==> src/rtl/spi_slave_burst_if.sv <==
// Register-bank port between the SPI slave and a single-cycle register bank.
//   bus_addr  : register address driven by the SPI slave
//   bus_wdata : write data
//   bus_we    : one-cycle write strobe
//   bus_re    : one-cycle read strobe
//   bus_rdata : read data returned by the bank one clk after bus_re
// Modports: master = SPI slave side, slave = register bank side.
interface spi_slave_burst_if #(
    parameter int DATA_W = 32,
    parameter int ADDR_W = 6
);
    logic [ADDR_W-1:0] bus_addr;
    logic [DATA_W-1:0] bus_wdata;
    logic              bus_we;
    logic              bus_re;
    logic [DATA_W-1:0] bus_rdata;

    modport master (
        output bus_addr,
        output bus_wdata,
        output bus_we,
        output bus_re,
        input  bus_rdata
    );

    modport slave (
        input  bus_addr,
        input  bus_wdata,
        input  bus_we,
        input  bus_re,
        output bus_rdata
    );
endinterface

==> src/rtl/spi_slave_burst.sv <==
// SPI slave that turns SPI frames into register-bank accesses.
// Frame: 8-bit command (bit7 = write, low bits = start address) followed by
// any number of DATA_W-bit words, auto-incrementing the address per word.
// SPI pins are oversampled in the clk domain; mode {CPOL,CPHA} is latched
// when ss falls.
// Ports:
//   clk, rst      : system clock, asynchronous active-high reset
//   sclk, ss, mosi: SPI pins (asynchronous to clk)
//   miso, miso_oe : SPI data out and its pad enable (registered)
//   mode          : {CPOL,CPHA}, sampled at frame start
//   bus           : register-bank port (master modport)
//   busy          : frame in progress
//   frame_done    : pulse when a frame ends on a word boundary
//   frame_err     : pulse when a frame ends mid-word
module spi_slave_burst #(
    parameter int DATA_W = 32,
    parameter int ADDR_W = 6
) (
    input  logic                     clk,
    input  logic                     rst,
    input  logic                     sclk,
    input  logic                     ss,
    input  logic                     mosi,
    output logic                     miso,
    output logic                     miso_oe,
    input  logic [1:0]               mode,
    spi_slave_burst_if.master        bus,
    output logic                     busy,
    output logic                     frame_done,
    output logic                     frame_err
);
    localparam int CNT_W = $clog2(DATA_W);

    typedef enum logic [1:0] {
        ST_IDLE = 2'd0,
        ST_CMD  = 2'd1,
        ST_DATA = 2'd2
    } state_t;

    // Synchroniser chains: [1] is the synchronised value, [2] the previous one.
    // ss resets low so a select already asserted when reset releases never
    // looks like a falling edge.
    logic [2:0] sclk_sync_r, ss_sync_r, mosi_sync_r;
    logic       sclk_rise_r, sclk_fall_r, ss_rise_r, ss_fall_r;

    state_t              state_r, state_n;
    logic                cpol_r, cpol_n, cpha_r, cpha_n;
    logic [CNT_W-1:0]    bit_cnt_r, bit_cnt_n;
    logic [DATA_W-2:0]   rx_sr_r, rx_sr_n;
    logic [DATA_W-1:0]   tx_sr_r, tx_sr_n;
    logic [DATA_W-1:0]   tx_buf_r, tx_buf_n;
    logic                is_write_r, is_write_n;
    logic [ADDR_W-1:0]   addr_r, addr_n;
    logic [DATA_W-1:0]   wdata_r, wdata_n;
    logic                we_r, we_n, re_r, re_n, cap_r;
    logic                miso_r, miso_n, oe_r, oe_n, busy_r, busy_n;
    logic                done_r, done_n, err_r, err_n;

    logic                mosi_bit_s, lead_s, trail_s, sample_s, shift_s;
    logic [DATA_W-1:0]   word_s;

    assign mosi_bit_s = mosi_sync_r[2];
    assign lead_s     = cpol_r ? sclk_fall_r : sclk_rise_r;
    assign trail_s    = cpol_r ? sclk_rise_r : sclk_fall_r;
    assign sample_s   = cpha_r ? trail_s : lead_s;
    assign shift_s    = cpha_r ? lead_s  : trail_s;
    assign word_s     = {rx_sr_r, mosi_bit_s};

    // Pin synchronisers and registered edge detectors.
    always_ff @(posedge clk or posedge rst) begin
        if (rst) begin
            sclk_sync_r <= 3'b000;
            ss_sync_r   <= 3'b000;
            mosi_sync_r <= 3'b000;
            sclk_rise_r <= 1'b0;
            sclk_fall_r <= 1'b0;
            ss_rise_r   <= 1'b0;
            ss_fall_r   <= 1'b0;
        end else begin
            sclk_sync_r <= {sclk_sync_r[1:0], sclk};
            ss_sync_r   <= {ss_sync_r[1:0], ss};
            mosi_sync_r <= {mosi_sync_r[1:0], mosi};
            sclk_rise_r <= sclk_sync_r[1] & ~sclk_sync_r[2];
            sclk_fall_r <= ~sclk_sync_r[1] & sclk_sync_r[2];
            ss_rise_r   <= ss_sync_r[1] & ~ss_sync_r[2];
            ss_fall_r   <= ~ss_sync_r[1] & ss_sync_r[2];
        end
    end

    // Next-state and output decode for the frame FSM and its datapath.
    always_comb begin
        state_n    = state_r;
        cpol_n     = cpol_r;
        cpha_n     = cpha_r;
        bit_cnt_n  = bit_cnt_r;
        rx_sr_n    = rx_sr_r;
        tx_sr_n    = tx_sr_r;
        is_write_n = is_write_r;
        addr_n     = addr_r;
        wdata_n    = wdata_r;
        we_n       = 1'b0;
        re_n       = 1'b0;
        miso_n     = miso_r;
        oe_n       = oe_r;
        busy_n     = busy_r;
        done_n     = 1'b0;
        err_n      = 1'b0;

        // Read data arrives one clk after the read strobe.
        if (cap_r) begin
            tx_buf_n = bus.bus_rdata;
        end else begin
            tx_buf_n = tx_buf_r;
        end

        // A write advances the address the cycle after its strobe.
        if (we_r) begin
            addr_n = addr_r + ADDR_W'(1'b1);
        end else begin
            addr_n = addr_r;
        end

        case (state_r)
            ST_IDLE: begin
                miso_n = 1'b0;
                oe_n   = 1'b0;
                busy_n = 1'b0;
                if (ss_fall_r) begin
                    state_n   = ST_CMD;
                    cpol_n    = mode[1];
                    cpha_n    = mode[0];
                    bit_cnt_n = '0;
                    busy_n    = 1'b1;
                    oe_n      = 1'b1;
                end else begin
                    state_n = ST_IDLE;
                end
            end
            ST_CMD, ST_DATA: begin
                // ss release wins over any sclk edge seen in the same cycle.
                if (ss_rise_r) begin
                    state_n = ST_IDLE;
                    busy_n  = 1'b0;
                    oe_n    = 1'b0;
                    miso_n  = 1'b0;
                    if (bit_cnt_r == '0) begin
                        done_n = 1'b1;
                    end else begin
                        err_n = 1'b1;
                    end
                end else if (sample_s) begin
                    rx_sr_n = word_s[DATA_W-2:0];
                    if (state_r == ST_CMD) begin
                        if (bit_cnt_r == CNT_W'(3'd7)) begin
                            addr_n     = ADDR_W'(word_s[7:0]);
                            is_write_n = word_s[7];
                            re_n       = ~word_s[7];
                            bit_cnt_n  = '0;
                            state_n    = ST_DATA;
                        end else begin
                            bit_cnt_n = bit_cnt_r + CNT_W'(1'b1);
                        end
                    end else begin
                        if (bit_cnt_r == CNT_W'(DATA_W - 1)) begin
                            bit_cnt_n = '0;
                            if (is_write_r) begin
                                we_n    = 1'b1;
                                wdata_n = word_s;
                            end else begin
                                // Prefetch the next word at the next address.
                                addr_n = addr_r + ADDR_W'(1'b1);
                                re_n   = 1'b1;
                            end
                        end else begin
                            bit_cnt_n = bit_cnt_r + CNT_W'(1'b1);
                        end
                    end
                end else if (shift_s) begin
                    if (state_r == ST_DATA && !is_write_r) begin
                        // Bit counter at 0 on a shift edge means a new word's
                        // MSB goes out, so reload from the prefetched buffer.
                        if (bit_cnt_r == '0) begin
                            miso_n  = tx_buf_r[DATA_W-1];
                            tx_sr_n = {tx_buf_r[DATA_W-2:0], 1'b0};
                        end else begin
                            miso_n  = tx_sr_r[DATA_W-1];
                            tx_sr_n = {tx_sr_r[DATA_W-2:0], 1'b0};
                        end
                    end else begin
                        miso_n = 1'b0;
                    end
                end else begin
                    state_n = state_r;
                end
            end
            default: begin
                state_n = ST_IDLE;
                busy_n  = 1'b0;
                oe_n    = 1'b0;
                miso_n  = 1'b0;
            end
        endcase
    end

    // State and datapath registers.
    always_ff @(posedge clk or posedge rst) begin
        if (rst) begin
            state_r    <= ST_IDLE;
            cpol_r     <= 1'b0;
            cpha_r     <= 1'b0;
            bit_cnt_r  <= '0;
            rx_sr_r    <= '0;
            tx_sr_r    <= '0;
            tx_buf_r   <= '0;
            is_write_r <= 1'b0;
            addr_r     <= '0;
            wdata_r    <= '0;
            we_r       <= 1'b0;
            re_r       <= 1'b0;
            cap_r      <= 1'b0;
            miso_r     <= 1'b0;
            oe_r       <= 1'b0;
            busy_r     <= 1'b0;
            done_r     <= 1'b0;
            err_r      <= 1'b0;
        end else begin
            state_r    <= state_n;
            cpol_r     <= cpol_n;
            cpha_r     <= cpha_n;
            bit_cnt_r  <= bit_cnt_n;
            rx_sr_r    <= rx_sr_n;
            tx_sr_r    <= tx_sr_n;
            tx_buf_r   <= tx_buf_n;
            is_write_r <= is_write_n;
            addr_r     <= addr_n;
            wdata_r    <= wdata_n;
            we_r       <= we_n;
            re_r       <= re_n;
            cap_r      <= re_r;
            miso_r     <= miso_n;
            oe_r       <= oe_n;
            busy_r     <= busy_n;
            done_r     <= done_n;
            err_r      <= err_n;
        end
    end

    assign miso          = miso_r;
    assign miso_oe       = oe_r;
    assign busy          = busy_r;
    assign frame_done    = done_r;
    assign frame_err     = err_r;
    assign bus.bus_addr  = addr_r;
    assign bus.bus_wdata = wdata_r;
    assign bus.bus_we    = we_r;
    assign bus.bus_re    = re_r;
endmodule

==> src/flat_wrapper.sv <==
// flat-port wrapper written by rule: the top's interface ports become plain ports
module spi_slave_burst_flat 
#(
    parameter int DATA_W = 32,
    parameter int ADDR_W = 6
)
  (clk, rst, sclk, ss, mosi, miso, miso_oe, mode, busy, frame_done, frame_err, bus_bus_addr, bus_bus_wdata, bus_bus_we, bus_bus_re, bus_bus_rdata);
  spi_slave_burst_if #(.DATA_W(DATA_W), .ADDR_W(ADDR_W)) bus_i ();
  input  logic clk;
  input  logic rst;
  input  logic sclk;
  input  logic ss;
  input  logic mosi;
  output logic miso;
  output logic miso_oe;
  input  logic [1:0] mode;
  output logic busy;
  output logic frame_done;
  output logic frame_err;
  output wire logic [$bits(bus_i.bus_addr)-1:0] bus_bus_addr;
  output wire logic [$bits(bus_i.bus_wdata)-1:0] bus_bus_wdata;
  output wire logic [$bits(bus_i.bus_we)-1:0] bus_bus_we;
  output wire logic [$bits(bus_i.bus_re)-1:0] bus_bus_re;
  input wire logic [$bits(bus_i.bus_rdata)-1:0] bus_bus_rdata;
  assign bus_bus_addr = bus_i.bus_addr;
  assign bus_bus_wdata = bus_i.bus_wdata;
  assign bus_bus_we = bus_i.bus_we;
  assign bus_bus_re = bus_i.bus_re;
  assign bus_i.bus_rdata = bus_bus_rdata;
  spi_slave_burst #(.DATA_W(DATA_W), .ADDR_W(ADDR_W)) u_core (.clk(clk), .rst(rst), .sclk(sclk), .ss(ss), .mosi(mosi), .miso(miso), .miso_oe(miso_oe), .mode(mode), .bus(bus_i), .busy(busy), .frame_done(frame_done), .frame_err(frame_err));
endmodule
==> config.mk <==
export PLATFORM = sky130hd
export DESIGN_NAME = spi_slave_burst_flat
export DESIGN_NICKNAME = d
export VERILOG_FILES = /design/src/rtl/spi_slave_burst_if.sv /design/src/rtl/spi_slave_burst.sv /design/src/flat_wrapper.sv
export SDC_FILE = /design/constraint.sdc
export NUM_CORES = 1
export LEC_CHECK = 0
export CAP_MARGIN = 25
export CORE_ASPECT_RATIO = 0.75
export CORE_UTILIZATION = 30
export CTS_BUF_LIST = sky130_fd_sc_hd__clkbuf_8
export CTS_CLUSTER_SIZE = 28
export DETAILED_ROUTE_END_ITERATION = 8
export SLEW_MARGIN = 20
export SYNTH_ARGS = -nofsm -noshare
export SYNTH_HDL_FRONTEND = slang
export SYNTH_SLANG_ARGS = --single-unit
==> constraint.sdc <==
create_clock -name clk -period 6.85 [get_ports clk]
set_clock_uncertainty 0.05 [all_clocks]
set_input_delay 0.685 -clock clk [delete_from_list [all_inputs] [get_ports clk]]
set_output_delay 0.685 -clock clk [all_outputs]
set_load 0.01 [all_outputs]
-- Yosys cells after proc, flatten, opt, wreduce, memory -nomap -nowiden
Index checks and enable logic that the tools add are counted.
- $add $sub $neg: 2
- equal/unequal tests: 13
- mux-type cells: 54
- bitwise gates (word level): 12
- reduce and logical (&&, ||, !) cells: 14
- operator list (kind ; count):
    $mux 6 ; 8
    $mux 1 ; 32
    $mux 32 ; 1
    $mux 5 ; 6
    $ne 3x1->1 const B ; 4
    $pmux 5 s2 ; 1
    $reduce_and 5->1 ; 2
    $mux 2 ; 4
    $not 1->1 ; 8
    $add 6x1->6 const B ; 1
    $ne 2x1->1 const B ; 3
    $reduce_and 3->1 ; 2
    $reduce_and 6->1 ; 1
    $add 5x1->5 const B ; 1
    $eq 5x3->1 const B ; 1
    $eq 5x5->1 const B ; 1
    $logic_not 5->1 ; 1
    $and 1x1->1 ; 4
    $pmux 2 s2 ; 1
    $reduce_and 2->1 ; 2
    $reduce_and 4->1 ; 1
    $ne 3x2->1 const B ; 1
    $eq 2x1->1 const B ; 1
    $eq 2x2->1 const B ; 1
    7 further kinds ; 7
- bits in registers: 163
- input port bits: 39
- output and inout port bits: 45
- logic and storage cells: 119

-- Depth between registers and ports, before layout
- depth after elaboration: 8
- depth in mapped cells: 9
- mapped depth without buffers: 8

-- Least setup slack after synthesis
No wires, ideal clock.
- path kind: register to register
- from: register u_core.bit_cnt_r[0]
- to: register u_core.tx_sr_r[10]
- library setup time: 125 ps
- arrival time: 1837 ps
- data required time: 6675 ps
- path slack: 4838 ps
- cell stages (with the launch flop): 7
- buffers on the path: 1
- clock period less this slack: 2012 ps
- cells stage by stage: dfrtp_1 > inv_1 > ha_1 > nor4b_4 > buf_2 > mux2_2 > mux2_4
- longest elaborated chain between the ends: 2
- RTL lines (what ; line ; source):
    from (decl) ; spi_slave_burst.sv:48 ; logic [CNT_W-1:0] bit_cnt_r, bit_cnt_n;
    from (signal assigned) ; spi_slave_burst.sv:230 ; bit_cnt_r <= bit_cnt_n;
    $logic_not 5->1 ; spi_slave_burst.sv:182 ; if (bit_cnt_r == '0) begin
    $mux 32 ; spi_slave_burst.sv:182 ;
    to (signal assigned) ; spi_slave_burst.sv:232 ; tx_sr_r <= tx_sr_n;
    to (decl) ; spi_slave_burst.sv:50 ; logic [DATA_W-1:0] tx_sr_r, tx_sr_n;
Every way passes these cells.
A chain may end at the register's enable or synchronous reset.

-- Worst setup path in the final report
- from: register u_core.state_r[0]
- to: register u_core.wdata_r[16], in the netlist u_core.bus.bus_wdata[16]
- longest elaborated chain between the ends: 3
- elaborated cells on any way between the ends: 5
- classes of those cells: 2 x eq/ne; 1 x bitwise; 2 x reduce/logical
- RTL lines (what ; line ; source):
    from (decl) ; spi_slave_burst.sv:46 ; state_t state_r, state_n;
    from (signal assigned) ; spi_slave_burst.sv:227 ; state_r <= state_n;
    $eq 2x2->1 / $eq 2x1->1 (equally long branches) ; spi_slave_burst.sv:123, spi_slave_burst.sv:153 ;
    $reduce_or 2->1 / $not 1->1 (equally long branches) ; -- ;
    $reduce_and 6->1 (no line) (*) ; -- ;
    to (signal assigned) ; spi_slave_burst.sv:236 ; wdata_r <= wdata_n;
    to (decl) ; spi_slave_burst.sv:54 ; logic [DATA_W-1:0] wdata_r, wdata_n;
Mark *: on every way between the ends. The rest lies on a longest branch, timed or not.

==> impl_metrics.env <==
export IMPL_slowest_delay_ps=510
export IMPL_start_util=0.311
export IMPL_fin_nets=598
export IMPL_multi_input_area_um2=2680
export IMPL_routed_wl_um=13300
export IMPL_diodes=0
export IMPL_synth_nets=514
export IMPL_grt_max_degree=88
export IMPL_worst_ep_arrival_time_ps=3270
export IMPL_drt_initial_drc_count=301
export IMPL_antenna_found_initial=0
export IMPL_crit_top_cell="buf_4"
export IMPL_grt_pass1_wl_um=22300
export IMPL_critical_path_class="reg -> reg"
export IMPL_drc=0
export IMPL_syn_area_um2=6940
export IMPL_leakage_uw=0.00409
export IMPL_layout_drive_gt1_share=0.353
export IMPL_cts_buffers=17
export IMPL_hp_class="reg -> reg"
export IMPL_cts_clk_slew_worst_paths_ps=90
export IMPL_gr_usage_all_layers=0.120
export IMPL_min_from="u_core.mosi_sync_r[1]"
export IMPL_htreeDepth=4
export IMPL_endpoint_kind="flip-flop"
export IMPL_cp_startpoint="u_core.state_r[0]"
export IMPL_cts_resized=0
export IMPL_yosysWarnings=0
export IMPL_r2r_start="u_core.state_r[0]"
export IMPL_tritoncts="done"
export IMPL_crit_family="buffers and inverters"
export IMPL_rows=47
export IMPL_die_y_um=134
export IMPL_holdWs_ps=303
export IMPL_hold_buffers=0
export IMPL_cts_root_buf="clkbuf_8"
export IMPL_finalHoldViolCount=0
export IMPL_cp_cell_sequence="inv_1 -> ha_1 -> nand3b_1 -> mux2i_4 -> buf_4 -> and3_1 -> buf_4 -> mux2_2"
export IMPL_io_pins=84
export IMPL_cp_slowest_cell="ha_1"
export IMPL_critPathBufInv=3
export IMPL_grt_overflow=0
export IMPL_clk_path_buf_depth=2
export IMPL_slew_headroom=0.485
export IMPL_slew_violations=0
export IMPL_post_route_period_util=0.436
export IMPL_die_area_um2=23800
export IMPL_fillers=2132
export IMPL_worstMarginPinSlew_ps=773
export IMPL_clock_sinks=162
export IMPL_die_x_um=178
export IMPL_io_buffers=83
export IMPL_fmax_mhz=334
export IMPL_synthToLayoutAreaGrowth_pct=21.7
export IMPL_vias=3899
export IMPL_synth_avg_cell_area_um2=14.9
export IMPL_cp_max_fo=40
export IMPL_syn_instance_count=467
export IMPL_setup_viol=0
export IMPL_regArea_um2=4050
export IMPL_synth_cell_types=45
export IMPL_status="completed"
export IMPL_gp_congestion=0.764
export IMPL_synth_seq_cells=162
export IMPL_viasPerCell=4.55
export IMPL_ir_drop_v=0.000154
export IMPL_grt_pass1_vias=4151
export IMPL_fin_tns_setup_ps=0
export IMPL_antenna_left=0
export IMPL_power_density_nw_per_um2=240
export IMPL_crit_path_start_kind="flip-flop"
export IMPL_first_pass_iters=4
export IMPL_cp_data_required_time_ps=7130
export IMPL_cts_setup_buffers=0
export IMPL_worstSkewPairLatency_ps=440
export IMPL_core_area_um2=22300
export IMPL_rsz0062_at_grt="false"
export IMPL_finalCriticalPeriod_ps=2990
export IMPL_hpwl_um=8590
export IMPL_max_cap_violations=0
export IMPL_ys_seq_area_frac=0.584
export IMPL_wl_per_cell_um=15.5
## placed cells by master (no fill, tap or decap), types with 3 or more instances in the layout
cell / netlist / final
nand3_1: 7 / 7
nand4_1: 5 / 5
nor3_1: 4 / 4
buf_4: 4 / 5
nor2b_1: 9 / 9
inv_1: 11 / 13
a22o_1: 3 / 3
dfrtp_1: 162 / 162
nand2_1: 9 / 9
clkbuf_8: 0 / 19
o22ai_1: 3 / 3
a22oi_1: 3 / 3
o21ai_0: 5 / 5
a21oi_1: 5 / 5
clkinv_2: 0 / 4
mux2_2: 127 / 127
mux2i_1: 7 / 6
mux2_4: 29 / 29
and3_1: 4 / 4
ha_1: 8 / 8
clkdlybuf4s50_1: 0 / 83
xnor2_1: 3 / 3
nor2_1: 11 / 11
## kinds of logic (layout without fill, tap and decap cells)
kind of cell               Yosys count  after routing  synth area share
DFF                                162            162             0.584
buffers and inverters               36            132            0.0312
muxes                              165            165             0.282
AOI/OAI and AO/OA                   29             29            0.0297
and+or+nand+nor                     61             61            0.0498
xor gates and xnor gates             6              6           0.00866
adders and majority gates            8              8            0.0144
## power by group
part	switching [uW]	internal [uW]	leakage, uW	total (uW)
Sequential	34.2	989	0.00223	1020
Clock	340	337	0.000205	677
Combinational	173	152	0.00166	325
Total	547	1480	0.00409	2020
## worst paths after layout
kind	to	slack, ps	cells after the start
max reg2reg	u_core.bus.bus_wdata[16]	3860	8
max in group asynchronous	u_core.tx_sr_r[12]	4810	4
min	u_core.mosi_sync_r[2]	300	0
max	u_core.bus.bus_wdata[16]	3860	8
min reg2reg	u_core.mosi_sync_r[2]	300	0
min in group asynchronous	u_core.bus.bus_wdata[14]	720	2
## routing by layer
layer  routed length, um  up-vias  GRT usage
met3                 494        9     0.0334
met2                6100       68      0.183
met1                6570     1999      0.162
li1                    -     1823          -
met5                   0        -          0
met4                 126        0     0.0456
## worst reg2reg max path, delay by kind of cell, from the launching register on
family	cells	cell delay, ps
and+or+nand+nor	2	440
DFF	1	410
muxes	2	560
buffers and inverters	3	900
adders and majority gates	1	510
## final cells by class
cell class,instances,area share
clock buffer,19,0.0310
clock inverter,12,0.0138
inverter,11,0.00548
multi-input combinational,269,0.318
sequential,162,0.480
tap,294,0.0436
timing repair buffer,90,0.108
## cell usage after synthesis (all sizes together)
cell	number	area share
nor3	4	0.0029
or3	1	0.00090
o21ai	5	0.0036
clkbuf	5	0.0027
o2bb2ai	1	0.0013
nand3b	2	0.0022
nor2	12	0.0069
o311a	1	0.0014
nor2b	9	0.0081
nand3	7	0.0050
and3	4	0.0036
o32ai	1	0.0013
nand2b	2	0.0018
a32o	1	0.0014
xnor2	4	0.0061
a21oi	5	0.0036
mux2i	7	0.010
o22ai	3	0.0027
dfrtp	162	0.58
ha	8	0.014
a22o	3	0.0038
nand4bb	1	0.0016
nand4	5	0.0045
or2b	1	0.0011
a22oi	3	0.0032
xor2	2	0.0025
inv	11	0.0059
or2	2	0.0018
nor3b	1	0.0011
a221o	2	0.0029
mux2	158	0.27
o211ai	1	0.0011
buf	20	0.023
nand2	9	0.0049
nor4b	1	0.0034
a311oi	1	0.0013
o21a	2	0.0022
## through the flow
stage / instances / instance area, um^2 / setup slack (ps) / util / power (uW)
4_1_cts: 855 / 8400 / 3850 / 0.376 / 2050
5_1_grt: 857 / 8450 / 3650 / 0.378 / 2130
2_1_floorplan: 467 / 6940 / 1740 / - / 1270
3_5_place_dp: 824 / 8020 / 3870 / 0.359 / 1370
6_report: 857 / 8450 / 3860 / 0.378 / 2020
3_3_place_gp: 824 / 8020 / 4010 / 0.359 / 1360
## registers in the layout (all words and copies together) (netlist names), 5 cells and up
name	cells
u_core.bit_cnt_r	5
u_core.bus.bus_addr	6
u_core.bus.bus_wdata	32
u_core.rx_sr_r	31
u_core.tx_buf_r	32
u_core.tx_sr_r	31
No activity file was read; power rests on OpenSTA's default activity.
